**config.mk**
```make
export PLATFORM = sky130hd
export DESIGN_NAME = track_player_flat
export DESIGN_NICKNAME = d
export VERILOG_FILES = /design/src/rtl/track_player_if.sv /design/src/rtl/track_player.sv /design/src/flat_wrapper.sv
export SDC_FILE = /design/constraint.sdc
export NUM_CORES = 1
export LEC_CHECK = 0
export CORE_MARGIN = 1
export CORE_UTILIZATION = 30
export CTS_CLUSTER_DIAMETER = 80
export DETAILED_ROUTE_END_ITERATION = 8
export GPL_TIMING_DRIVEN = 1
export PLACE_DENSITY = 0.59
export SLEW_MARGIN = 20
export SYNTH_ARGS = -nofsm -noshare
export SYNTH_HDL_FRONTEND = slang
export SYNTH_SLANG_ARGS = --single-unit
```
**constraint.sdc**
```tcl
create_clock -name clock -period 2.6 [get_ports clock]
set_clock_uncertainty 0.1 [all_clocks]
set_input_delay 0.52 -clock clock [delete_from_list [all_inputs] [get_ports clock]]
set_output_delay 0.52 -clock clock [all_outputs]
set_load 0.03 [all_outputs]
```
**src/rtl/track_player_if.sv**
```systemverilog
// Signal bundle between the track player, its control source, the track memory
// and the tone generator.
interface track_player_if #(
  parameter int Width  = 8,
  parameter int AWidth = 6
);
  logic              start;
  logic              stop;
  logic              loop;
  logic [AWidth-1:0] last_addr;
  logic [Width-1:0]  mem_data;
  logic [AWidth-1:0] RAddress;
  logic              CS;
  logic [Width-1:0]  note;
  logic              note_valid;
  logic              step_pulse;
  logic              busy;
  logic              done;

  modport master (
    input  start, stop, loop, last_addr, mem_data,
    output RAddress, CS, note, note_valid, step_pulse, busy, done
  );

  modport slave (
    output start, stop, loop, last_addr, mem_data,
    input  RAddress, CS, note, note_valid, step_pulse, busy, done
  );
endinterface

```
**src/rtl/track_player.sv**
```systemverilog
// Playback sequencer: fetches one note per step from a 2-cycle-latency track
// memory and holds it for TickDiv cycles, with loop, stop and end-marker support.
module track_player #(
  parameter int Width     = 8,
  parameter int AWidth    = 6,
  parameter int TickDiv   = 4,
  parameter int TickWidth = 24
) (
  input logic           clock,
  input logic           reset,
  track_player_if.master bus
);
  localparam logic [Width-1:0]     EndMarker = '1;
  localparam logic [TickWidth-1:0] TickLast  = TickWidth'(TickDiv - 1);

  typedef enum logic [2:0] {IDLE, F0, F1, F2, HOLD} state_t;

  state_t               state_q;
  logic [AWidth-1:0]    raddr_q;
  logic [AWidth-1:0]    last_q;
  logic [TickWidth-1:0] cnt_q;
  logic                 cs_q;
  logic [Width-1:0]     note_q;
  logic                 valid_q;
  logic                 step_q;
  logic                 busy_q;
  logic                 done_q;

  always_ff @(posedge clock or posedge reset) begin
    if (reset) begin
      state_q <= IDLE;
      raddr_q <= '0;
      last_q  <= '0;
      cnt_q   <= '0;
      cs_q    <= 1'b0;
      note_q  <= '0;
      valid_q <= 1'b0;
      step_q  <= 1'b0;
      busy_q  <= 1'b0;
      done_q  <= 1'b0;
    end else begin
      step_q <= 1'b0;
      done_q <= 1'b0;
      if (state_q != IDLE && bus.stop) begin
        state_q <= IDLE;
        cs_q    <= 1'b0;
        note_q  <= '0;
        valid_q <= 1'b0;
        raddr_q <= '0;
        busy_q  <= 1'b0;
      end else begin
        case (state_q)
          IDLE: begin
            if (bus.start && !bus.stop) begin
              state_q <= F0;
              raddr_q <= '0;
              cs_q    <= 1'b1;
              busy_q  <= 1'b1;
              last_q  <= bus.last_addr;
            end
          end
          F0: state_q <= F1;
          F1: state_q <= F2;
          F2: begin
            if (bus.mem_data != EndMarker) begin
              note_q  <= bus.mem_data;
              valid_q <= |bus.mem_data;
              step_q  <= 1'b1;
              cnt_q   <= '0;
              state_q <= HOLD;
            end else if (bus.loop && raddr_q != '0) begin
              // A marker at address 0 must not refetch, or an empty track spins forever
              raddr_q <= '0;
              state_q <= F0;
            end else begin
              state_q <= IDLE;
              note_q  <= '0;
              valid_q <= 1'b0;
              cs_q    <= 1'b0;
              busy_q  <= 1'b0;
              done_q  <= 1'b1;
            end
          end
          HOLD: begin
            cnt_q <= cnt_q + TickWidth'(1);
            if (cnt_q == TickLast) begin
              if (raddr_q != last_q) begin
                raddr_q <= raddr_q + AWidth'(1);
                state_q <= F0;
              end else if (bus.loop) begin
                raddr_q <= '0;
                state_q <= F0;
              end else begin
                state_q <= IDLE;
                note_q  <= '0;
                valid_q <= 1'b0;
                cs_q    <= 1'b0;
                busy_q  <= 1'b0;
                done_q  <= 1'b1;
              end
            end
          end
          default: state_q <= IDLE;
        endcase
      end
    end
  end

  assign bus.RAddress   = raddr_q;
  assign bus.CS         = cs_q;
  assign bus.note       = note_q;
  assign bus.note_valid = valid_q;
  assign bus.step_pulse = step_q;
  assign bus.busy       = busy_q;
  assign bus.done       = done_q;
endmodule

```
**src/flat_wrapper.sv**
```systemverilog
// flat-port wrapper written by rule: the top's interface ports become plain ports
module track_player_flat 
#(
  parameter int Width     = 8,
  parameter int AWidth    = 6,
  parameter int TickDiv   = 4,
  parameter int TickWidth = 24
)
  (clock, reset, bus_start, bus_stop, bus_loop, bus_last_addr, bus_mem_data, bus_RAddress, bus_CS, bus_note, bus_note_valid, bus_step_pulse, bus_busy, bus_done);
  track_player_if #(.Width(Width), .AWidth(AWidth)) bus_i ();
  input logic clock;
  input logic reset;
  input wire logic [$bits(bus_i.start)-1:0] bus_start;
  input wire logic [$bits(bus_i.stop)-1:0] bus_stop;
  input wire logic [$bits(bus_i.loop)-1:0] bus_loop;
  input wire logic [$bits(bus_i.last_addr)-1:0] bus_last_addr;
  input wire logic [$bits(bus_i.mem_data)-1:0] bus_mem_data;
  output wire logic [$bits(bus_i.RAddress)-1:0] bus_RAddress;
  output wire logic [$bits(bus_i.CS)-1:0] bus_CS;
  output wire logic [$bits(bus_i.note)-1:0] bus_note;
  output wire logic [$bits(bus_i.note_valid)-1:0] bus_note_valid;
  output wire logic [$bits(bus_i.step_pulse)-1:0] bus_step_pulse;
  output wire logic [$bits(bus_i.busy)-1:0] bus_busy;
  output wire logic [$bits(bus_i.done)-1:0] bus_done;
  assign bus_i.start = bus_start;
  assign bus_i.stop = bus_stop;
  assign bus_i.loop = bus_loop;
  assign bus_i.last_addr = bus_last_addr;
  assign bus_i.mem_data = bus_mem_data;
  assign bus_RAddress = bus_i.RAddress;
  assign bus_CS = bus_i.CS;
  assign bus_note = bus_i.note;
  assign bus_note_valid = bus_i.note_valid;
  assign bus_step_pulse = bus_i.step_pulse;
  assign bus_busy = bus_i.busy;
  assign bus_done = bus_i.done;
  track_player #(.Width(Width), .AWidth(AWidth), .TickDiv(TickDiv), .TickWidth(TickWidth)) u_core (.clock(clock), .reset(reset), .bus(bus_i));
endmodule
```
* Word level (Yosys, flattened, before mapping) *
Index checks and enable logic that the tools add are counted.

word-level totals
  input port bits = 19
  bits in registers = 51

cells by class
  add/subtract/negate cells = 2
  reductions and logical operators = 17
  equal/unequal tests = 17
  multiplexer cells = 46
  bitwise operators = 1

operators with widths
  kind                   number
  $mux 8                 6
  $pmux 24 s2            1
  $mux 6                 7
  $add 24x1->24 const B  1
  $eq 24x2->1 const B    1
  $mux 24                1
  $mux 1                 20
  $pmux 6 s3             1
  $pmux 8 s2             1
  $mux 3                 5
  $pmux 3 s5             1
  $ne 3x2->1 const B     4
  $ne 3x1->1 const B     3
  $ne 4x2->1 const B     2
  $ne 8x8->1 const B     1
  $reduce_or 8->1        1
  $reduce_and 7->1       1
  $add 6x1->6 const B    1
  $eq 3x2->1 const B     2
  $ne 6x6->1             1
  $reduce_and 3->1       2
  $reduce_and 6->1       1
  $reduce_bool 3->1      2
  $reduce_bool 6->1      1
  other kinds (13)       16

* Depth between registers and ports, before layout *
Gate-level depths: netlist of the first run.

  depth in word-level cells = 6
  mapped depth = 8
  gate-level depth less buffers = 6

* Worst setup path before layout of the first run *
Ideal clock, no wire load.

  path kind = register to register
  start point = register u_core.raddr_q[0], in the netlist u_core.bus.RAddress[0]
  end point = register u_core.busy_q, in the netlist u_core.bus.busy
  setup slack = 0.559 ns
  stages on the path, launching flop included = 6
  path buffers = 0
  library setup time = 0.119 ns
  arrival = 1.822 ns
  cells stage by stage = dfrtp_1 > xor2_1 > nor4_2 > and4_1 > o221ai_1 > a21bo_1

between the ends
  cells in the longest elaborated chain, start to end = 4
  elaborated cells on any way between the ends = 6
  classes of those cells = eq/ne: 3; reduce/logical: 3

RTL lines
  item                                 line                text
  start, declared                      track_player.sv:19  logic [AWidth-1:0] raddr_q;
  start signal, assigned               track_player.sv:88  raddr_q <= raddr_q + AWidth'(1);
  $reduce_bool 6->1                    track_player.sv:71  end else if (bus.loop && raddr_q != '0) begin
  $logic_and 1x1->1                    track_player.sv:71
  $ne 3x2->1 (no source line)          --
  $reduce_and 7->1 (no source line) *  --
  end signal, assigned                 track_player.sv:58  busy_q <= 1'b1;
  end signal, assigned                 track_player.sv:80  busy_q <= 1'b0;
  end signal, assigned                 track_player.sv:98  busy_q <= 1'b0;
  end, declared                        track_player.sv:26  logic busy_q;

Every way passes the cells marked *; elsewhere a longest branch is shown, timed or not.
A chain may end at the register's enable or synchronous reset.

* Worst setup path in the final report of the first run *
  start point = register u_core.state_q[1]
  end point = register u_core.cnt_q[18]

between the ends
  cells in the longest elaborated chain, start to end = 4
  elaborated cells on any way between the ends = 9
  classes of those cells = eq/ne: 3; mux: 1; bitwise: 1; reduce/logical: 4

RTL lines
  item                                                line                text
  start, declared                                     track_player.sv:18  state_t state_q;
  start signal, assigned                              track_player.sv:31  state_q <= IDLE;
  start signal, assigned                              track_player.sv:45  state_q <= IDLE;
  start signal, assigned                              track_player.sv:55  state_q <= F0;
  branches (longest 4 deep; another with $eq 3x2->1)  --
  end signal, assigned                                track_player.sv:85  cnt_q <= cnt_q + TickWidth'(1);
  end, declared                                       track_player.sv:21  logic [TickWidth-1:0] cnt_q;

Parallel ways; which one is timed is not known.

==> qor.log, run 1 <==
qor: outcome.status finished, final reports clean
qor: clocking.clk_pin_slew_worst_setup_hold_paths 0.09 ns
qor: timing.portion_of_the_clock_cycle_consumed_by_the_worst_path_in_the_final_layout 85.6%
qor: routing.ant_nets 0
qor: synth.synthDistinctLibCells 61
qor: synth.synthAdderAreaFrac 1.33%
qor: clocking.cts_htree_levels 2
qor: floorplanning.design.core.area 9150 µm²
qor: timing.grt_setup_unrepaired false
qor: clocking.ctsHoldBuffers 0
qor: routing.postRouteWirelength 6890 µm
qor: timing.timing_max_transition_violations_final 0
qor: routing.drt_first_iter_violations 121
qor: worst_setup_path.critical_path_peak_fanout 7
qor: global_route.antenna_found_initial 0
qor: worst_setup_path.cp.required 2.71 ns
qor: routing.via_per_inst 5.26
qor: global_route.grt_usage 15.0%
qor: layout.diodes 0
qor: global_route.grt_max_degree 32
qor: synth.number_of_enable_type_register_cells_in_the_synthesized_netlist 0
qor: synth.largest_family_of_logic_cells_by_synthesized_area compound AO/OA/AOI/OAI gates
qor: routing.routed_wire_length_per_instance 15.5 µm
qor: worst_setup_path.setup.worst_path.start_class register
qor: synth.mapped_cell_area 2820 µm²
qor: worst_setup_path.critPathKind register to register
qor: clocking.post_cts_buffers 0
qor: clocking.cts_repair_resize_count 0
qor: floorplanning.ioPinCount 38
qor: placed_design.hpwlAfterDp 5090 µm
qor: run.maxCapViolations 0
qor: routing.routed_via_count 2,341
qor: placed_design.globalplace.congestion 0.788
qor: clocking.clock_path_buffers 2
qor: timing.tightest_slew 0.663 ns
qor: synth.synth.mux.area_fraction 3.46%
qor: placed_design.port_buffers 37
qor: timing.max_slew_margin 55.7%
qor: synth.ys_dominant_reg_cell sky130_fd_sc_hd__dfrtp_1
qor: clocking.cts_tree built
qor: timing.finalHoldViolations 0
qor: layout.drive_above_1_share 14.4%
qor: synth.synth-seq-cells 51
qor: timing.setup_violations 0
qor: synth.synth-compound-area-share 21.4%
qor: synth.xor_and_xnor_fraction_of_the_mapped_netlist_area 4.97%
qor: power.vdd_ir_drop_max 0.000306 V
qor: worst_setup_path.endpoint_kind register
qor: clocking.clk-insertion-delay-late 0.31 ns
qor: layout.final_common_cell sky130_fd_sc_hd__dfrtp_1
qor: worst_setup_path.cp_data_arrival_time 2.33 ns
qor: floorplanning.fp.dieH 99.0 µm
qor: clocking.numCtsBuffers 5
qor: layout.design.final.nets 356
qor: global_route.global_route.overflow_total 0
qor: routing.firstDrtPassIters 4
qor: synth.synth_area_per_cell 10.1 µm²
qor: floorplanning.floorplan.die.width 99.0 µm
qor: clocking.cts.sink_count 51
qor: synth.post_synth_and_or_nand_nor_area_fraction 19.7%
qor: hold_path.holdCritPathClass register to register
qor: global_route.grt_first_pass_wirelength 11,500 µm
qor: floorplanning.floorplan.initialDensity 30.8%
qor: timing.fmax 0.449 GHz
qor: floorplanning.num_rows 35
qor: synth.synth_async_sr_flop_share 100%
qor: synth.sequential_element_share_of_the_synthesized_area 45.3%
qor: power.cellLeakagePower 1.51 nW
qor: synth.postSynthNetCount 302
qor: clocking.cts.root.buffer_cell sky130_fd_sc_hd__clkbuf_8
qor: synth.yosysWarnings 0
qor: synth.synthCells 280
qor: layout.mostFrequentLayoutCells sky130_fd_sc_hd__dfrtp_1 (51), sky130_fd_sc_hd__clkdlybuf4s50_1 (37), sky130_fd_sc_hd__nand2_1 (24), sky130_fd_sc_hd__buf_4 (22), sky130_fd_sc_hd__nor2_1 (18)
qor: layout.areaGrowthSynthToFinish 24.9%
qor: timing.totalNegativeSetupSlack 0 ns
qor: timing.timing.final.crit_period 2.23 ns
qor: floorplanning.die_area 9790 µm²
qor: power.powerDensity 754 nW/µm²
qor: routing.drt_drc_violations_left 0
qor: timing.final_layout_worst_hold_slack 0.394 ns
qor: global_route.grt_pass1_vias 2,277
[worst paths after layout]
kind / start / cells past startpoint / end / slack (ns)
hold reg to reg: u_core.bus.note_valid$_DFFE_PP0P_ / 1 / u_core.bus.note_valid$_DFFE_PP0P_ / 0.39
hold / removal: u_core.bus.note_valid$_DFFE_PP0P_ / 1 / u_core.bus.note_valid$_DFFE_PP0P_ / 0.39
max in group asynchronous: reset / 3 / u_core.cnt_q[14]$_DFFE_PP0P_ / 1.43
setup / recovery: u_core.state_q[1]$_DFFE_PP0P_ / 6 / u_core.cnt_q[18]$_DFFE_PP0P_ / 0.37
min in group asynchronous: reset / 2 / u_core.bus.RAddress[3]$_DFFE_PP0P_ / 0.44
setup reg to reg: u_core.state_q[1]$_DFFE_PP0P_ / 6 / u_core.cnt_q[18]$_DFFE_PP0P_ / 0.37
[cells by family (layout without fill, tap and decap cells)]
| kind of cell | Yosys count | in the layout |
|---|---|---|
| AO/OA/AOI/OAI | 78 | 78 |
| flip-flops | 51 | 51 |
| adder cells (fa/ha/maj) | 3 | 3 |
| XOR/XNOR | 16 | 16 |
| AND/OR/NAND/NOR | 102 | 102 |
| buffers and inverters | 21 | 75 |
| multiplexers | 9 | 9 |
[worst max-delay path: stages (launching register included)]
cell and delay (ns):
sky130_fd_sc_hd__dfrtp_1 0.41, sky130_fd_sc_hd__buf_4 0.17, sky130_fd_sc_hd__nor2_1 0.39, sky130_fd_sc_hd__nand3_1 0.34
sky130_fd_sc_hd__a211oi_1 0.41, sky130_fd_sc_hd__a21oi_1 0.12, sky130_fd_sc_hd__o21a_1 0.19
[power by group]
group | switching [mW] | internal [mW]
clock network | 0.271 | 0.210
logic | 0.564 | 0.460
registers | 0.177 | 0.976
total | 1.01 | 1.65
[area by class of cell]
type / instances / area (µm²)
Clock inverter: 1 / 5.00
Tap cell: 111 / 139
Multi-Input combinational cell: 208 / 1440
Inverter: 8 / 30.0
Sequential cell: 51 / 1280
Fill cell: 922 / 5630
Timing Repair Buffer: 60 / 556
Clock buffer: 6 / 82.6
[sequential cells by signal, summed over array words and instances (netlist names)]
signal	flops
u_core.bus.note_valid	1
u_core.bus.done	1
u_core.last_q	6
u_core.bus.step_pulse	1
u_core.cnt_q	24
u_core.bus.note	8
u_core.bus.busy	1
u_core.bus.RAddress	6
u_core.state_q	3
[layer usage]
| layer | global-route usage, % | vias to the layer above | wire (µm) |
|---|---|---|---|
| met3 | 3.40 | 9 | 239 |
| met5 | 0 | - | 0 |
| li1 | - | 1146 | - |
| met4 | 3.67 | 0 | 74 |
| met2 | 25.0 | 43 | 3390 |
| met1 | 19.7 | 1143 | 3190 |
[synthesized netlist by cell type (all sizes together) (2+ instances only)]
cell | instances | area share [%]
a2111oi | 2 | 1.3
a211oi | 5 | 1.5
a21boi | 4 | 1.1
a21o | 4 | 1.1
a21oi | 16 | 2.8
a22o | 8 | 2.5
a2bb2oi | 2 | 0.84
a31o | 3 | 1.2
a31oi | 9 | 2.2
a41o | 3 | 1.1
and2 | 2 | 0.44
and3 | 3 | 0.67
and3b | 3 | 0.93
and4 | 4 | 1.2
buf | 7 | 2.0
clkbuf | 6 | 0.84
dfrtp | 51 | 45
ha | 3 | 1.3
inv | 8 | 1.1
mux2 | 6 | 2.4
mux2i | 3 | 1.1
nand2 | 24 | 3.2
nand2b | 2 | 0.44
nand3 | 15 | 2.7
nand4 | 7 | 1.6
nor2 | 18 | 2.4
nor2b | 2 | 0.44
nor3 | 3 | 0.53
nor4 | 10 | 2.7
o21a | 4 | 1.1
o21ai | 10 | 1.8
or2 | 2 | 0.44
or3 | 3 | 0.67
xnor2 | 12 | 3.7
xor2 | 4 | 1.2
[metrics by stage]
stage / util (%) / total power, mW / worst slack, ns / instance area (µm²) / instances
3_5_place_dp: 37.5 / 2.19 / 0.0650 / 3440 / 438
2_1_floorplan: - / 1.84 / 0.559 / 2820 / 280
3_3_place_gp: 37.5 / 2.18 / 0.0874 / 3440 / 438
6_report: 38.5 / 2.66 / 0.374 / 3520 / 445
5_1_grt: 38.5 / 2.82 / 0.210 / 3520 / 445
4_1_cts: 38.5 / 2.67 / 0.369 / 3520 / 445
Note: power is estimated with default switching activity, not from simulation.
==> run 2: changes to the inputs <==
--- a/config.mk
+++ b/config.mk
@@ -7,6 +7,7 @@
 export LEC_CHECK = 0
 export CORE_MARGIN = 1
 export CORE_UTILIZATION = 30
+export CTS_BUF_LIST = sky130_fd_sc_hd__clkbuf_4 sky130_fd_sc_hd__clkbuf_8 sky130_fd_sc_hd__clkbuf_16
 export CTS_CLUSTER_DIAMETER = 80
 export DETAILED_ROUTE_END_ITERATION = 8
 export GPL_TIMING_DRIVEN = 1
==> constraint.sdc (replaced) <==
create_clock -name clock -period 2.62 [get_ports clock]
set_clock_uncertainty 0.1 [all_clocks]
set_input_delay 0.524 -clock clock [delete_from_list [all_inputs] [get_ports clock]]
set_output_delay 0.524 -clock clock [all_outputs]
set_load 0.03 [all_outputs]
==> run 2 against run 1 <==
Sequential power about the same. Global-route usage about the same. Clock power up 21%. Critical path depth unchanged. Setup slack better by 0.033 ns. Via count down 0.13%. Maximum frequency up 0.58%. Flip-flop and latch count unchanged. Cell count down 0.67%. Design area unchanged. Highest routed layer unchanged.
==> qor.log, run 2 (synthesis gave the netlist of run 1 again) <==
qor: outcome.status finished, final reports clean
qor: worst_setup_path.crit_buf_inv 0
qor: routing.via_per_inst 5.29
qor: routing.drt_drc_violations_left 0
qor: clocking.clk-insertion-delay-late 0.31 ns
qor: worst_setup_path.critical_path.cell_chain ha_1, nor4b_1, and2_1, and4_1, o221ai_1, a21bo_1
qor: timing.setup_violations 0
qor: routing.routed_via_count 2,338
qor: clocking.post_cts_buffers 0
qor: layout.diodes 0
qor: clocking.cts_repair_resize_count 0
qor: global_route.grt_usage 15.0%
qor: power.power_report.internal_total 1.73 mW
qor: clocking.numCtsBuffers 5
qor: timing.final_critical_path_setup_slack 0.407 ns
qor: worst_setup_path.crit_end u_core.bus.busy$_DFFE_PP0P_
qor: placed_design.place_worst_setup_slack 0.119 ns
qor: routing.drt_first_iter_violations 134
qor: floorplanning.floorplan.initialDensity 30.8%
qor: floorplanning.design.core.area 9150 µm²
qor: worst_setup_path.critPathKind register to register
qor: global_route.grt_first_pass_wirelength 11,600 µm
qor: worst_setup_path.worst_path_largest_cell_delay 0.42 ns
qor: layout.largest_register u_core.cnt_q
qor: worst_setup_path.worst_path_dominant_cell_family simple AND/OR/NAND/NOR gates
qor: worst_setup_path.critical_path_peak_fanout 4
qor: run.maxCapViolations 0
qor: power.share_comb_of_total_power 37.0%
qor: clocking.ctsHoldBuffers 0
qor: worst_setup_path.cp_data_arrival_time 2.32 ns
qor: layout.design.final.nets 352
qor: power.vdd_ir_drop_max 0.000394 V
qor: layout.fill_cells 898
qor: floorplanning.floorplan.die.width 99.0 µm
qor: timing.grt_setup_unrepaired false
qor: power.cellLeakagePower 1.51 nW
qor: layout.final_core_util 38.5%
qor: timing.portion_of_the_clock_cycle_consumed_by_the_worst_path_in_the_final_layout 84.5%
qor: timing.final_layout_worst_hold_slack 0.389 ns
qor: worst_setup_path.setup.worst_path.start_class register
qor: timing.timing_max_transition_violations_final 0
qor: clocking.cts.sink_count 51
qor: global_route.grt_pass1_vias 2,409
qor: power.power.share.sequential 41.9%
qor: worst_setup_path.worstSetupStartpoint u_core.cnt_q[0]$_DFFE_PP0P_
qor: layout.mostFrequentLayoutCells sky130_fd_sc_hd__dfrtp_1 (51), sky130_fd_sc_hd__clkdlybuf4s50_1 (37), sky130_fd_sc_hd__nand2_1 (24), sky130_fd_sc_hd__nor2_1 (18), sky130_fd_sc_hd__buf_4 (18)
qor: layout.finalNonFillerCells 442
qor: placed_design.hpwlAfterDp 5040 µm
qor: worst_setup_path.regToRegSetupSlack 0.41 ns
qor: worst_setup_path.endpoint_kind register
qor: timing.finalHoldViolations 0
qor: timing.totalNegativeSetupSlack 0 ns
qor: worst_setup_path.cp.required 2.73 ns
qor: clocking.cts_tree built
qor: clocking.cts_htree_levels 2
qor: worst_setup_path.cp.depth 6
qor: clocking.clock_path_buffers 2
qor: placed_design.globalplace.congestion 0.852
qor: layout.area_of_all_placed_cells_without_fillers 3520 µm²
qor: worst_setup_path.worst_path_max_delay_cell sky130_fd_sc_hd__nor4b_1
qor: timing.timing.final.crit_period 2.21 ns
qor: power.switching_share_of_power 37.0%
qor: clocking.clk_pin_slew_worst_setup_hold_paths 0.09 ns
qor: timing.tightest_slew 0.539 ns
qor: placed_design.placed_cells 434
qor: floorplanning.die_area 9790 µm²
qor: routing.postRouteWirelength 6910 µm
qor: routing.routed_wire_length_per_instance 15.6 µm
qor: floorplanning.num_rows 35
qor: timing.max_slew_margin 63.7%
qor: timing.fmax 0.452 GHz
qor: layout.drive_above_1_share 13.6%
qor: power.clockPowerShare 21.1%
qor: power.powerDensity 781 nW/µm²
qor: placed_design.port_buffers 37
qor: layout.areaGrowthSynthToFinish 24.9%
qor: worst_setup_path.worstReg2RegEnd u_core.bus.busy$_DFFE_PP0P_
qor: power.power_switching 1.02 mW
qor: hold_path.holdCritPathClass register to register
qor: placed_design.post_dp_cell_area 3410 µm²
qor: layout.final_common_cell sky130_fd_sc_hd__dfrtp_1
qor: worst_setup_path.rr_worst_depth 6
qor: global_route.global_route.overflow_total 0
qor: floorplanning.ioPinCount 38
qor: routing.ant_nets 0
qor: power.power 2.75 mW
qor: layout.largest_register_ffs 24
qor: floorplanning.fp.dieH 99.0 µm
qor: global_route.antenna_found_initial 0
qor: clocking.cts.root.buffer_cell sky130_fd_sc_hd__clkbuf_8
qor: global_route.grt_max_degree 52
qor: routing.firstDrtPassIters 5
qor: worst_setup_path.crit-reg2reg-launch u_core.cnt_q[0]$_DFFE_PP0P_
[run 2: changes by cell type in the layout (fill, tap and decap cells not counted)]
cell                        previous run  this run
sky130_fd_sc_hd__buf_4                22        18
sky130_fd_sc_hd__bufinv_16             0         1
[run 2: layer usage]
layer	vias to the layer above	GRT usage, %	part of all wire, %	wire, µm
met4	0	6.43	2.3	157
met3	14	2.55	3.5	244
met1	1128	19.3	47	3240
met2	52	24.9	47	3270
li1	1144	-	-	-
met5	-	0	0	0
[run 2: area by class of cell]
type / instances / area (µm²) / share of cell area (%)
clock inverter: 2 / 35.0 / 0.994
timing repair buffer: 56 / 526 / 14.9
clock buffer: 6 / 82.6 / 2.34
tap: 111 / 139 / 3.94
sequential: 51 / 1280 / 36.2
multi-input combinational: 208 / 1440 / 40.7
inverter: 8 / 30.0 / 0.852
[run 2: power by group through the flow]
stage / clock network [mW] / registers (mW) / logic, mW
2_1_floorplan: 0 / 1.21 / 0.615
3_3_place_gp: 0 / 1.16 / 0.999
3_5_place_dp: 0 / 1.17 / 1.01
4_1_cts: 0.597 / 1.15 / 1.02
5_1_grt: 0.620 / 1.18 / 1.11
6_report: 0.580 / 1.15 / 1.02
[run 2: worst min-delay path by stage]
stage	startpoint	end	slack, ns	cells after the start
finish	u_core.bus.note_valid$_DFFE_PP0P_	u_core.bus.note_valid$_DFFE_PP0P_	0.39	1
global route	u_core.bus.note[7]$_DFFE_PP0P_	u_core.bus.note[7]$_DFFE_PP0P_	0.43	1
CTS	u_core.bus.note_valid$_DFFE_PP0P_	u_core.bus.note_valid$_DFFE_PP0P_	0.39	1
detailed placement	u_core.bus.note_valid$_DFFE_PP0P_	u_core.bus.note_valid$_DFFE_PP0P_	0.37	1
global placement	u_core.bus.note_valid$_DFFE_PP0P_	u_core.bus.note_valid$_DFFE_PP0P_	0.37	1
floorplan	u_core.cnt_q[0]$_DFFE_PP0P_	u_core.cnt_q[0]$_DFFE_PP0P_	0.37	1
